<file path="src/rtl/delayed_line.sv">
// delayed_line: programmable delay line carrying {valid, data} through MAX_DELAY register stages.
// Latency: delay_sel enabled cycles (0 = combinational bypass, >MAX_DELAY clamps to MAX_DELAY).
// Backpressure: none; en=0 freezes every stage, flush clears all valid bits at the next edge.
// Optional: define DELAYED_LINE_PARITY_EN to store a per-stage even-parity bit and add parity_err.
module delayed_line #(
  parameter int DATA_WIDTH = 8,
  parameter int MAX_DELAY  = 4,
  parameter int SEL_WIDTH  = $clog2(MAX_DELAY + 1)
) (
  input  logic                  clk,
  input  logic                  rst_n,
  input  logic                  en,
  input  logic                  flush,
  input  logic [SEL_WIDTH-1:0]  delay_sel,
  input  logic                  valid_in,
  input  logic [DATA_WIDTH-1:0] data_in,
`ifdef DELAYED_LINE_PARITY_EN
  output logic                  parity_err,
`endif
  output logic                  valid_out,
  output logic [DATA_WIDTH-1:0] data_out
);

  localparam logic [SEL_WIDTH-1:0] MAX_SEL = SEL_WIDTH'(MAX_DELAY);

  // Stage storage, index 1 is the stage nearest the input.
  logic [DATA_WIDTH-1:0] stage_dat [1:MAX_DELAY];
  logic [MAX_DELAY:1]    stage_vld;
`ifdef DELAYED_LINE_PARITY_EN
  logic [MAX_DELAY:1]    stage_par;
`endif

  logic [SEL_WIDTH-1:0]  sel_eff;
  logic [DATA_WIDTH-1:0] sel_dat;
  logic                  sel_vld;
`ifdef DELAYED_LINE_PARITY_EN
  logic                  sel_par;
`endif

  // Data (and parity) shift on enabled edges; a flush freezes the data so stored words are retained.
  always_ff @(posedge clk or negedge rst_n) begin
    if (!rst_n) begin
      for (int k = 1; k <= MAX_DELAY; k++) begin
        stage_dat[k] <= '0;
      end
`ifdef DELAYED_LINE_PARITY_EN
      stage_par <= '0;
`endif
    end else if (en && !flush) begin
      stage_dat[1] <= data_in;
      for (int k = 2; k <= MAX_DELAY; k++) begin
        stage_dat[k] <= stage_dat[k-1];
      end
`ifdef DELAYED_LINE_PARITY_EN
      stage_par[1] <= ^data_in;
      for (int k = 2; k <= MAX_DELAY; k++) begin
        stage_par[k] <= stage_par[k-1];
      end
`endif
    end
  end

  // Valid bits shift with the data; flush wins over en and drops the word presented that cycle.
  always_ff @(posedge clk or negedge rst_n) begin
    if (!rst_n) begin
      stage_vld <= '0;
    end else if (flush) begin
      stage_vld <= '0;
    end else if (en) begin
      stage_vld[1] <= valid_in;
      for (int k = 2; k <= MAX_DELAY; k++) begin
        stage_vld[k] <= stage_vld[k-1];
      end
    end
  end

  // Clamp the requested delay and pick the matching stage.
  always_comb begin
    sel_eff = (delay_sel > MAX_SEL) ? MAX_SEL : delay_sel;
    sel_dat = '0;
    sel_vld = 1'b0;
`ifdef DELAYED_LINE_PARITY_EN
    sel_par = 1'b0;
`endif
    for (int k = 1; k <= MAX_DELAY; k++) begin
      if (sel_eff == SEL_WIDTH'(k)) begin
        sel_dat = stage_dat[k];
        sel_vld = stage_vld[k];
`ifdef DELAYED_LINE_PARITY_EN
        sel_par = stage_par[k];
`endif
      end
    end
  end

  // Delay 0 is a straight combinational bypass; otherwise drive the selected stage.
  always_comb begin
    if (delay_sel == '0) begin
      data_out  = data_in;
      valid_out = valid_in;
    end else begin
      data_out  = sel_dat;
      valid_out = sel_vld;
    end
  end

`ifdef DELAYED_LINE_PARITY_EN
  // Flag a stored word whose recomputed parity disagrees with the captured bit; never in bypass.
  always_comb begin
    parity_err = (delay_sel != '0) && sel_vld && ((^sel_dat) != sel_par);
  end
`endif

endmodule

</file>
<file path="config.mk">
export PLATFORM = sky130hd
export DESIGN_NAME = delayed_line
export DESIGN_NICKNAME = d
export VERILOG_FILES = /design/src/rtl/delayed_line.sv
export SDC_FILE = /design/constraint.sdc
export NUM_CORES = 1
export LEC_CHECK = 0
export ABC_CLOCK_PERIOD_IN_PS = 900
export CELL_PAD_IN_SITES_DETAIL_PLACEMENT = 1
export CELL_PAD_IN_SITES_GLOBAL_PLACEMENT = 1
export CORE_MARGIN = 2
export CORE_UTILIZATION = 41
export CTS_CLUSTER_SIZE = 10
export DETAILED_ROUTE_END_ITERATION = 12
export PLACE_DENSITY = 0.82
export SLEW_MARGIN = 20
export SYNTH_ARGS = -nofsm -noshare
export SYNTH_HDL_FRONTEND = slang
export SYNTH_SLANG_ARGS = --single-unit
</file>
<file path="constraint.sdc">
create_clock -name clk -period 0.9 [get_ports clk]
set_input_delay 0.09 -clock clk [delete_from_list [all_inputs] [get_ports clk]]
set_output_delay 0.09 -clock clk [all_outputs]
set_load 0.01 [all_outputs]
</file>
==> reports/metrics.yaml <==
logic_synthesis:
  ys.flop_type: "dfrtp_1"
  synth.avg_cell_area_um2: 14.2
  netlist_area_um2: 1920
  ys_types: 17
  syn_inst: 135
  synth_xor_area_share_pct: 0
  async_flop_share_pct: 100
  syn_nets: 151
  synth_compound_area_share_pct: 5.88
  ys_ff_latch: 36
  synthSimpleGateAreaFrac_pct: 9.14
  synth-adder-area-share_pct: 0
  yosys_warnings: 0
  synth_top_family_by_area: "multiplexers"
  synthMuxAreaShare_pct: 31.5
  synth-edff-count: 0
  ys_seq_area_share_pct: 47.0
sta:
  final_max_slew_viol_count: 0
  min_period_ns: 1.45
  rsz0062_at_grt: "yes"
  holdWs_ns: 0.156
  fin_crit_sh_pct: 161
  tightest_slew_ns: 0.327
  max_freq_mhz: 691
  fin_ws_ns: -0.547
  max_slew_margin_pct: 78.2
  fin_skew_ns: 0.00379
  hold_violations: 0
  setup_violations: 24
status:
  violations: "setup timing"
  status: "finished, violations left"
grt:
  grt_max_degree: 37
  grt_pass1_wl_mm: 8.99
  track_usage_pct: 23.9
  antenna_found_initial: 0
  grt-ovfl-total: 0
  grt_pass1_vias: 1626
power_and_ir_drop:
  ir_worst_vdd_v: 0.00145
  powerDensity_nw_per_um2: 2000
  power_w: 0.00585
  leakagePower_nw: 1.44
route:
  ant_nets: 0
  first_iter_violations: 60
  drt_pass1_iterations: 4
  drc_errors: 0
  totalWireLength_mm: 6.14
  routed_via_density: 5.40
  wire_per_inst_um: 23.4
  num_vias: 1420
setup_path:
  worstSetupPathType: "flop to output pin"
  required_ns: 0.81
  critical_path.endpoint_type: "output pin"
  worstSetupStartpointType: "flop"
  worstPathArrival_ns: 1.36
  crit_path_max_fanout: 2
  r2r_slack_ns: -0.14
floorplanning:
  core_area_um2: 4410
  start_util_pct: 43.4
  die_w_um: 72.4
  dieArea_um2: 5240
  io_pins: 25
  dieHeight_um: 72.4
  row_count: 24
clock_network:
  clock_sinks: 36
  cts_root_buf: "clkbuf_8"
  cts_max_path_buffers: 2
  clkTransAtPathRegs_ns: 0.07
  clock_latency_ns: 0.30
  cts_tree: "done"
  h-tree-depth: 2
  cts_made_buffers: 5
placement:
  place_inst: 248
  hpwl_mm: 3.33
  dpl_worst_slack_ns: -1.09
  portBuffers: 24
  finalWeightedCongestion: 0.740
final_layout:
  num_antenna_cells: 0
  fin_util_pct: 66.2
  syn_to_final_growth_pct: 52.5
  fillers: 421
  nets: 227
  instances_no_fill: 263
  drive_gt1_share_pct: 57.3
min_path:
  hold_class: "primary input to asynchronous set/reset pin"
job:
  maxCapViolations: 0
final timing paths:
kind,depth (start not counted),startpoint,end
min,2,rst_n,stage_dat[7]
min reg2reg,1,stage_dat[6],stage_dat[6]
max in group asynchronous,2,rst_n,stage_dat[23]
max,4,stage_dat[28],data_out[4]
max reg2reg,3,stage_dat[31],stage_dat[23]
min in group clk,3,flush,stage_vld[2]
worst max-delay path, stage by stage, from the launching register on:
cell	delay, ns
dfrtp_1	0.42
nor4bb_4	0.33
a21oi_2	0.06
o211ai_1	0.09
buf_2	0.16
synthesized netlist by cell type (2+ instances only):
library cell / n / area (um2)
a21oi_1: 9 / 45.0
nor4bb_1: 9 / 90.1
mux2i_1: 13 / 130
nor2_1: 4 / 15.0
mux2_4: 30 / 450
nand2_1: 9 / 33.8
mux2_2: 2 / 22.5
buf_12: 3 / 60.1
o211ai_1: 9 / 67.6
buf_2: 2 / 10.0
buf_6: 4 / 45.0
dfrtp_1: 36 / 901
repair_timing:
| action | 4_1_cts | 5_1_grt |
|---|---|---|
| hold buffers | 0 | 0 |
| pin swaps | 18 | 6 |
| buffers inserted | 8 | 8 |
| endpoints found under the setup margin | 41 | 41 |
| gates cloned | 4 | 0 |
| resized for setup | 71 | 34 |
sequential cells by signal (all words and copies together) (netlist names):
register,cells
stage_vld,4
stage_dat,32
through the flow:
| stage | TNS, ns | instance area, um2 |
|---|---|---|
| after floorplan | -1.20 | 1930 |
| final | -4.89 | 2920 |
| after detailed placement | -24.84 | 2510 |
| after global placement | -23.81 | 2510 |
| after CTS | -3.86 | 2770 |
| after global routing | -5.87 | 2920 |
cell families after synthesis:
logic type      count (synthesis)
flops                          36
buf+inv                        11
mux                            45
compound gates                 18
simple gates                   25
cell type report:
type	count	area (um2)	share of cell area, %
Sequential cell	36	901	30.8
Tap cell	52	65.1	2.23
Timing Repair Buffer	80	847	29.0
Multi-Input combinational cell	88	1030	35.3
Clock inverter	1	5.00	0.171
Clock buffer	6	72.6	2.48
layout by cell type, fill, tap and decap left out:
master           instances
dfrtp_1                 36
buf_16                   2
mux2i_2                  1
nand2b_1                 1
nor4bb_4                 7
buf_4                   18
clkdlybuf4s15_2          2
nor4bb_2                 2
buf_6                   29
bufbuf_16                1
o211ai_1                 9
mux2_4                  32
nor3_4                   1
clkbuf_8                 5
a21oi_2                  3
nor2_1                   4
nand2b_4                 1
clkinv_2                 1
clkdlybuf4s50_1         10
nand2_1                  9
buf_2                   11
clkbuf_1                 1
mux2i_1                 12
buf_12                   5
a21oi_1                  6
clkdlybuf4s15_1          2
report_power, final:
| group | switching, W | leakage (nW) | total (W) | internal [W] |
|---|---|---|---|---|
| logic | 0.000769 | 0.967 | 0.00231 | 0.00154 |
| clock network | 0.000603 | 0.0410 | 0.00113 | 0.000526 |
| registers | 0.000370 | 0.434 | 0.00241 | 0.00204 |
| total | 0.00174 | 1.44 | 0.00585 | 0.00411 |
routing by layer:
metal	wire, um	track usage [%]	part of all wire [%]
met1	2440	28.2	40
met2	3410	43.0	56
met3	190	4.72	3.1
met4	100	8.18	1.6
met5	0	0	0
(Power assumes the default switching activity.)
==> RTL change 1, RTL diff (same flow settings) <==
Register the input `valid_in` before use, with the module's reset. The logic sees it one clock later. The other inputs are not delayed to match.
--- a/src/rtl/delayed_line.sv
+++ b/src/rtl/delayed_line.sv
@@ -23,4 +23,14 @@
 
   localparam logic [SEL_WIDTH-1:0] MAX_SEL = SEL_WIDTH'(MAX_DELAY);
+
+  logic valid_q;
+
+  always_ff @(posedge clk or negedge rst_n) begin
+    if (!rst_n) begin
+      valid_q <= '0;
+    end else begin
+      valid_q <= valid_in;
+    end
+  end
 
   // Stage storage, index 1 is the stage nearest the input.
@@ -68,5 +78,5 @@
       stage_vld <= '0;
     end else if (en) begin
-      stage_vld[1] <= valid_in;
+      stage_vld[1] <= valid_q;
       for (int k = 2; k <= MAX_DELAY; k++) begin
         stage_vld[k] <= stage_vld[k-1];
@@ -98,5 +108,5 @@
     if (delay_sel == '0) begin
       data_out  = data_in;
-      valid_out = valid_in;
+      valid_out = valid_q;
     end else begin
       data_out  = sel_dat;
Formal check against the unedited RTL: not equivalent (Yosys sat finds a counterexample within 4 cycles, from zero or initial values and one cycle with rst_n low).
==> RTL change 1 against the unedited design <==
  * The flow still finishes with violations (setup timing)
  * Setup slack improved by 63 ps
  * Synthesized cell count rose by 0.74%
  * Synthesized area rose by 1.3%
  * Sequential power rose by 2%
  * Maximum frequency rose by 4.5%
  * Worst hold slack improved by 22 ps
  * Sequential cell count rose by 1
  * Final area rose by 1.5%
  * Power rose by 2.0%
  * Wire length fell by 3.6%
  * Critical path depth did not move
  * Register-to-register slack barely moved
  * Sequential share of layout area rose by 0.38 points
  * Critical path type unchanged
==> RTL change 1: results (changes against the unedited design) <==
[metrics] switching power as a share of total power: 0.289 (was 0.298)
[metrics] violations in the final reports: setup timing (unchanged)
[metrics] total number of nets in the final design: 229 (was 227)
[metrics] beginning of the worst register-to-register path: stage_dat[29] (was stage_dat[31])
[metrics] biggest regs: stage_dat x32, stage_vld x4, valid_q x1 (was stage_dat x32, stage_vld x4)
[metrics] worst setup margin: -484 ps (was -547 ps)
[metrics] weighted congestion reported at the end of routability-driven placement: 0.781 (was 0.740)
[metrics] transition time at the pin with the least slew margin: 253 ps (was 327 ps)
[metrics] vias post-DR: 1431 (was 1420)
[metrics] largest vdd supply drop: 0.861 mV (was 1.45 mV)
[metrics] total routed wire length on the met1 layer: 2500 µm (was 2440 µm)
[metrics] initial detailed-routing violation count: 44 (was 60)
[metrics] number of global-route vias before repair: 1654 (was 1626)
[metrics] clk_skew: 4.11 ps (was 3.79 ps)
[metrics] met2 wire length: 3090 µm (was 3410 µm)
[metrics] detailed route wirelength on metal3: 213 µm (was 190 µm)
[metrics] leading cell types by total area after synthesis: dfrtp_1 (48%), mux2_4 (23%), mux2i_1 (6.7%) (was dfrtp_1 (47%), mux2_4 (24%), mux2i_1 (6.8%))
[metrics] number of fill cells in the layout: 448 (was 421)
[metrics] setup-violating endpoint count in the final report: 24 (unchanged)
[metrics] Initial DRT Pass Iterations: 6 (was 4)
[metrics] Final Instance Count excl. Fillers: 267 (was 263)
[metrics] run status: finished, violations left (unchanged)
[metrics] Leak: 1.46 nW (was 1.44 nW)
[metrics] cell area reported after detailed placement: 2540 µm² (was 2510 µm²)
[metrics] post-synthesis sequential area ratio: 0.477 (was 0.470)
[metrics] arrival time worst endpoint: 1290 ps (was 1360 ps)
## RTL change 1: cells by family (layout without fill, tap and decap cells)
kind of cell           Yosys count  after routing  synth area share
AOI/OAI and AO/OA               18             18            0.0580
buffers and inverters           11             88            0.0638
DFF                             37             37             0.477
muxes                           45             45             0.311
and+or+nand+nor                 25             25            0.0903
## RTL change 1: final cells by class
class	instances	area, µm²	area share
multi-input cells	88	1040	0.352
flip-flops and latches	37	926	0.312
repair buffers	81	843	0.284
clock buffers	7	86.3	0.0291
well taps	54	67.6	0.0228
## RTL change 1: critical path: cells and delay by family (launching register included)
kind	cells	cell delay, ps
DFF	1	410
AOI/OAI and AO/OA	2	260
and+or+nand+nor	1	170
buffers and inverters	1	160
## RTL change 1: per-stage QoR
| step | hold slack [ps] | power (mW) | setup TNS (ps) | setup slack [ps] | utilization |
|---|---|---|---|---|---|
| 2_1_floorplan | -206 | 3.36 | -1200 | -35.6 | - |
| 3_3_place_gp | 486 | 4.23 | -24330 | -1120 | 0.549 |
| 3_5_place_dp | 496 | 4.41 | -25310 | -1130 | 0.549 |
| 4_1_cts | 180 | 5.66 | -3940 | -478 | 0.601 |
| 5_1_grt | 184 | 6.23 | -5270 | -539 | 0.641 |
| 6_report | 177 | 5.97 | -4450 | -484 | 0.641 |
## RTL change 1: how the worst max path moves through the flow
| stage | startpoint | end | slack [ps] | cells past startpoint |
|---|---|---|---|---|
| final | stage_dat[27] | data_out[3] | -480 | 4 |
| after CTS | stage_dat[31] | data_out[7] | -480 | 4 |
| after floorplan | en | stage_dat[0] | -40 | 5 |
| after global routing | stage_dat[27] | data_out[3] | -540 | 4 |
| after detailed placement | delay_sel[1] | data_out[5] | -1130 | 6 |
| after global placement | delay_sel[1] | data_out[5] | -1120 | 6 |
## RTL change 1: power by group through the flow
stage                     clock network, mW  registers (mW)  logic, mW
after global placement                    0            2.32       1.90
final                                  1.18            2.46       2.33
after global routing                   1.26            2.49       2.48
after floorplan                           0            2.32       1.04
after CTS                              1.20            2.37       2.09
after detailed placement                  0            2.37       2.04
## RTL change 1: layer usage
layer | global-route usage | up-vias
met4 | 0.0617 | 0
li1 | - | 648
met3 | 0.0442 | 13
met2 | 0.417 | 38
met5 | 0 | -
met1 | 0.274 | 732
## RTL change 1: what timing repair did
action / 4_1_cts / 5_1_grt
buffers inserted: 13 / 14
setup endpoints to repair: 42 / 38
gates cloned: 2 / 1
pin swaps: 17 / 6
gates resized for setup: 72 / 34
==> RTL change 2, RTL diff (same flow settings) <==
Made on the original files. Change the parameter `DATA_WIDTH` from 8 to 6.
--- a/src/rtl/delayed_line.sv
+++ b/src/rtl/delayed_line.sv
@@ -4,5 +4,5 @@
 // Optional: define DELAYED_LINE_PARITY_EN to store a per-stage even-parity bit and add parity_err.
 module delayed_line #(
-  parameter int DATA_WIDTH = 8,
+  parameter int DATA_WIDTH = 6,
   parameter int MAX_DELAY  = 4,
   parameter int SEL_WIDTH  = $clog2(MAX_DELAY + 1)
Interface: changed (resized data_in and data_out); port bits go from 25 to 21. No check against the original RTL was run, so the function may have changed too.
==> RTL change 2 against the unedited design <==
  * The run still ends with setup timing left
  * Synthesized cell count decreased by 22%
  * Worst hold slack lost 72 ps
  * Sequential power down 25%
  * Global-route usage shrank 2.5 points
  * Wire length down 32%
  * Sequential cell count decreased by 8
  * Sequential share of layout area is 0.48 points higher
  * Combinational power is 16% lower
  * Final area is 23% lower
  * Final cell count fell by 21%
  * Power down 21%
  * Synthesized area fell by 23%
  * Setup slack lost 29 ps
  * Critical path type unchanged
  * Highest routed layer unchanged
==> RTL change 2: results (changes against the unedited design) <==
[metrics] post-synthesis sequential area ratio: 0.476 (was 0.470)
[metrics] CTS clk-pin slew, worst paths: 170 ps (was 70 ps)
[metrics] leading cell types by total area after synthesis: dfrtp_1 (48%), mux2_4 (20%), mux2_2 (14%) (was dfrtp_1 (47%), mux2_4 (24%), mux2i_1 (6.8%))
[metrics] violations in the final reports: setup timing (unchanged)
[metrics] Total GRT Usage: 0.213 (was 0.239)
[metrics] routed len/inst: 20.1 µm (was 23.4 µm)
[metrics] r2r setup slk: -230 ps (was -140 ps)
[metrics] global routing met3 resource utilization: 0.0246 (was 0.0472)
[metrics] maximum number of pins on one net before global-route repair: 29 (was 37)
[metrics] beginning of the worst register-to-register path: stage_dat[21] (was stage_dat[31])
[metrics] global-route track usage on met1: 0.262 (was 0.282)
[metrics] clk_skew: 4.40 ps (was 3.79 ps)
[metrics] Root Driver: clkbuf_4 (was clkbuf_8)
[metrics] largest vdd supply drop: 0.873 mV (was 1.45 mV)
[metrics] wire length of the first global-routing pass: 6550 µm (was 8990 µm)
[metrics] met2 Resource Use GR: 0.400 (was 0.430)
[metrics] hold slack final: 84.1 ps (was 156 ps)
[metrics] weighted congestion reported at the end of routability-driven placement: 0.747 (was 0.740)
[metrics] register with the most flip-flops: stage_dat (unchanged)
[metrics] H-Tree Level Count: 1 (was 2)
[metrics] initial detailed-routing violation count: 25 (was 60)
[metrics] Critical Path End: data_out[2] (was data_out[4])
[metrics] run status: finished, violations left (unchanged)
[metrics] Post-Synthesis Cells: 105 (was 135)
[metrics] cell area reported after detailed placement: 2020 µm² (was 2510 µm²)
[metrics] number of global-route vias before repair: 1227 (was 1626)
[metrics] top cells by count, synth: dfrtp_1 (28), mux2_4 (20), mux2_2 (18) (was dfrtp_1 (36), mux2_4 (30), mux2i_1 (13))
[metrics] worst reg2reg path endpoint: stage_dat[15] (was stage_dat[23])
[metrics] CTS Buf Count: 3 (was 5)
[metrics] total routed wire length on the met1 layer: 1800 µm (was 2440 µm)
[metrics] number of cells traversed by the worst register-to-register path: 4 (was 3)
[metrics] Post-Synthesis Net Count: 119 (was 151)
[metrics] port bufs: 20 (was 24)
[metrics] uppermost layer routed: met4 (unchanged)
[metrics] total number of nets in the final design: 177 (was 227)
[metrics] met2 wire length: 2280 µm (was 3410 µm)
[metrics] setup-violating endpoint count in the final report: 27 (was 24)
[metrics] placed cell count: 197 (was 248)
[metrics] worst slack, placed: -1070 ps (was -1090 ps)
[metrics] detailed route wirelength on metal3: 89 µm (was 190 µm)
[metrics] worst setup margin: -577 ps (was -547 ps)
[metrics] setup total negative slack: -5230 ps (was -4890 ps)
[metrics] placed wire-length estimate: 2550 µm (was 3330 µm)
[metrics] routed vias/inst: 4.92 (was 5.40)
[metrics] arrival time worst endpoint: 1390 ps (was 1360 ps)
[metrics] Leak: 1.11 nW (was 1.44 nW)
## RTL change 2: timing repair
item                       CTS  global route
setup endpoints to repair   31            32
pin swaps                    3             5
gates cloned                 1             0
gates resized for setup     50            18
setup buffers                6            11
## RTL change 2: where the power goes
group | switching [mW] | internal, mW | total (mW) | leakage (nW)
sequential | 0.231 | 1.57 | 1.80 | 0.339
clock | 0.413 | 0.450 | 0.864 | 0.0279
combinational | 0.679 | 1.27 | 1.95 | 0.744
## RTL change 2: final cells by class
cell class                      count  area, µm²
Tap cell                           46       57.6
Clock buffer                        3       22.5
Fill cell                         326       1150
Timing Repair Buffer               60        604
Clock inverter                      1       30.0
Sequential cell                    28        701
Multi-Input combinational cell     63        796
Inverter                            7       26.3
## RTL change 2: logic make-up after synthesis
logic type / share of synthesized area
mux: 0.369
flops: 0.476
compound gates: 0.0535
buf+inv: 0.0739
simple gates: 0.0280
## RTL change 2: worst max-delay path, delay by kind of cell (launching register included)
kind,cells,cell delay (ps)
compound gates,2,200
mux,1,280
flops,1,430
buf+inv,1,140
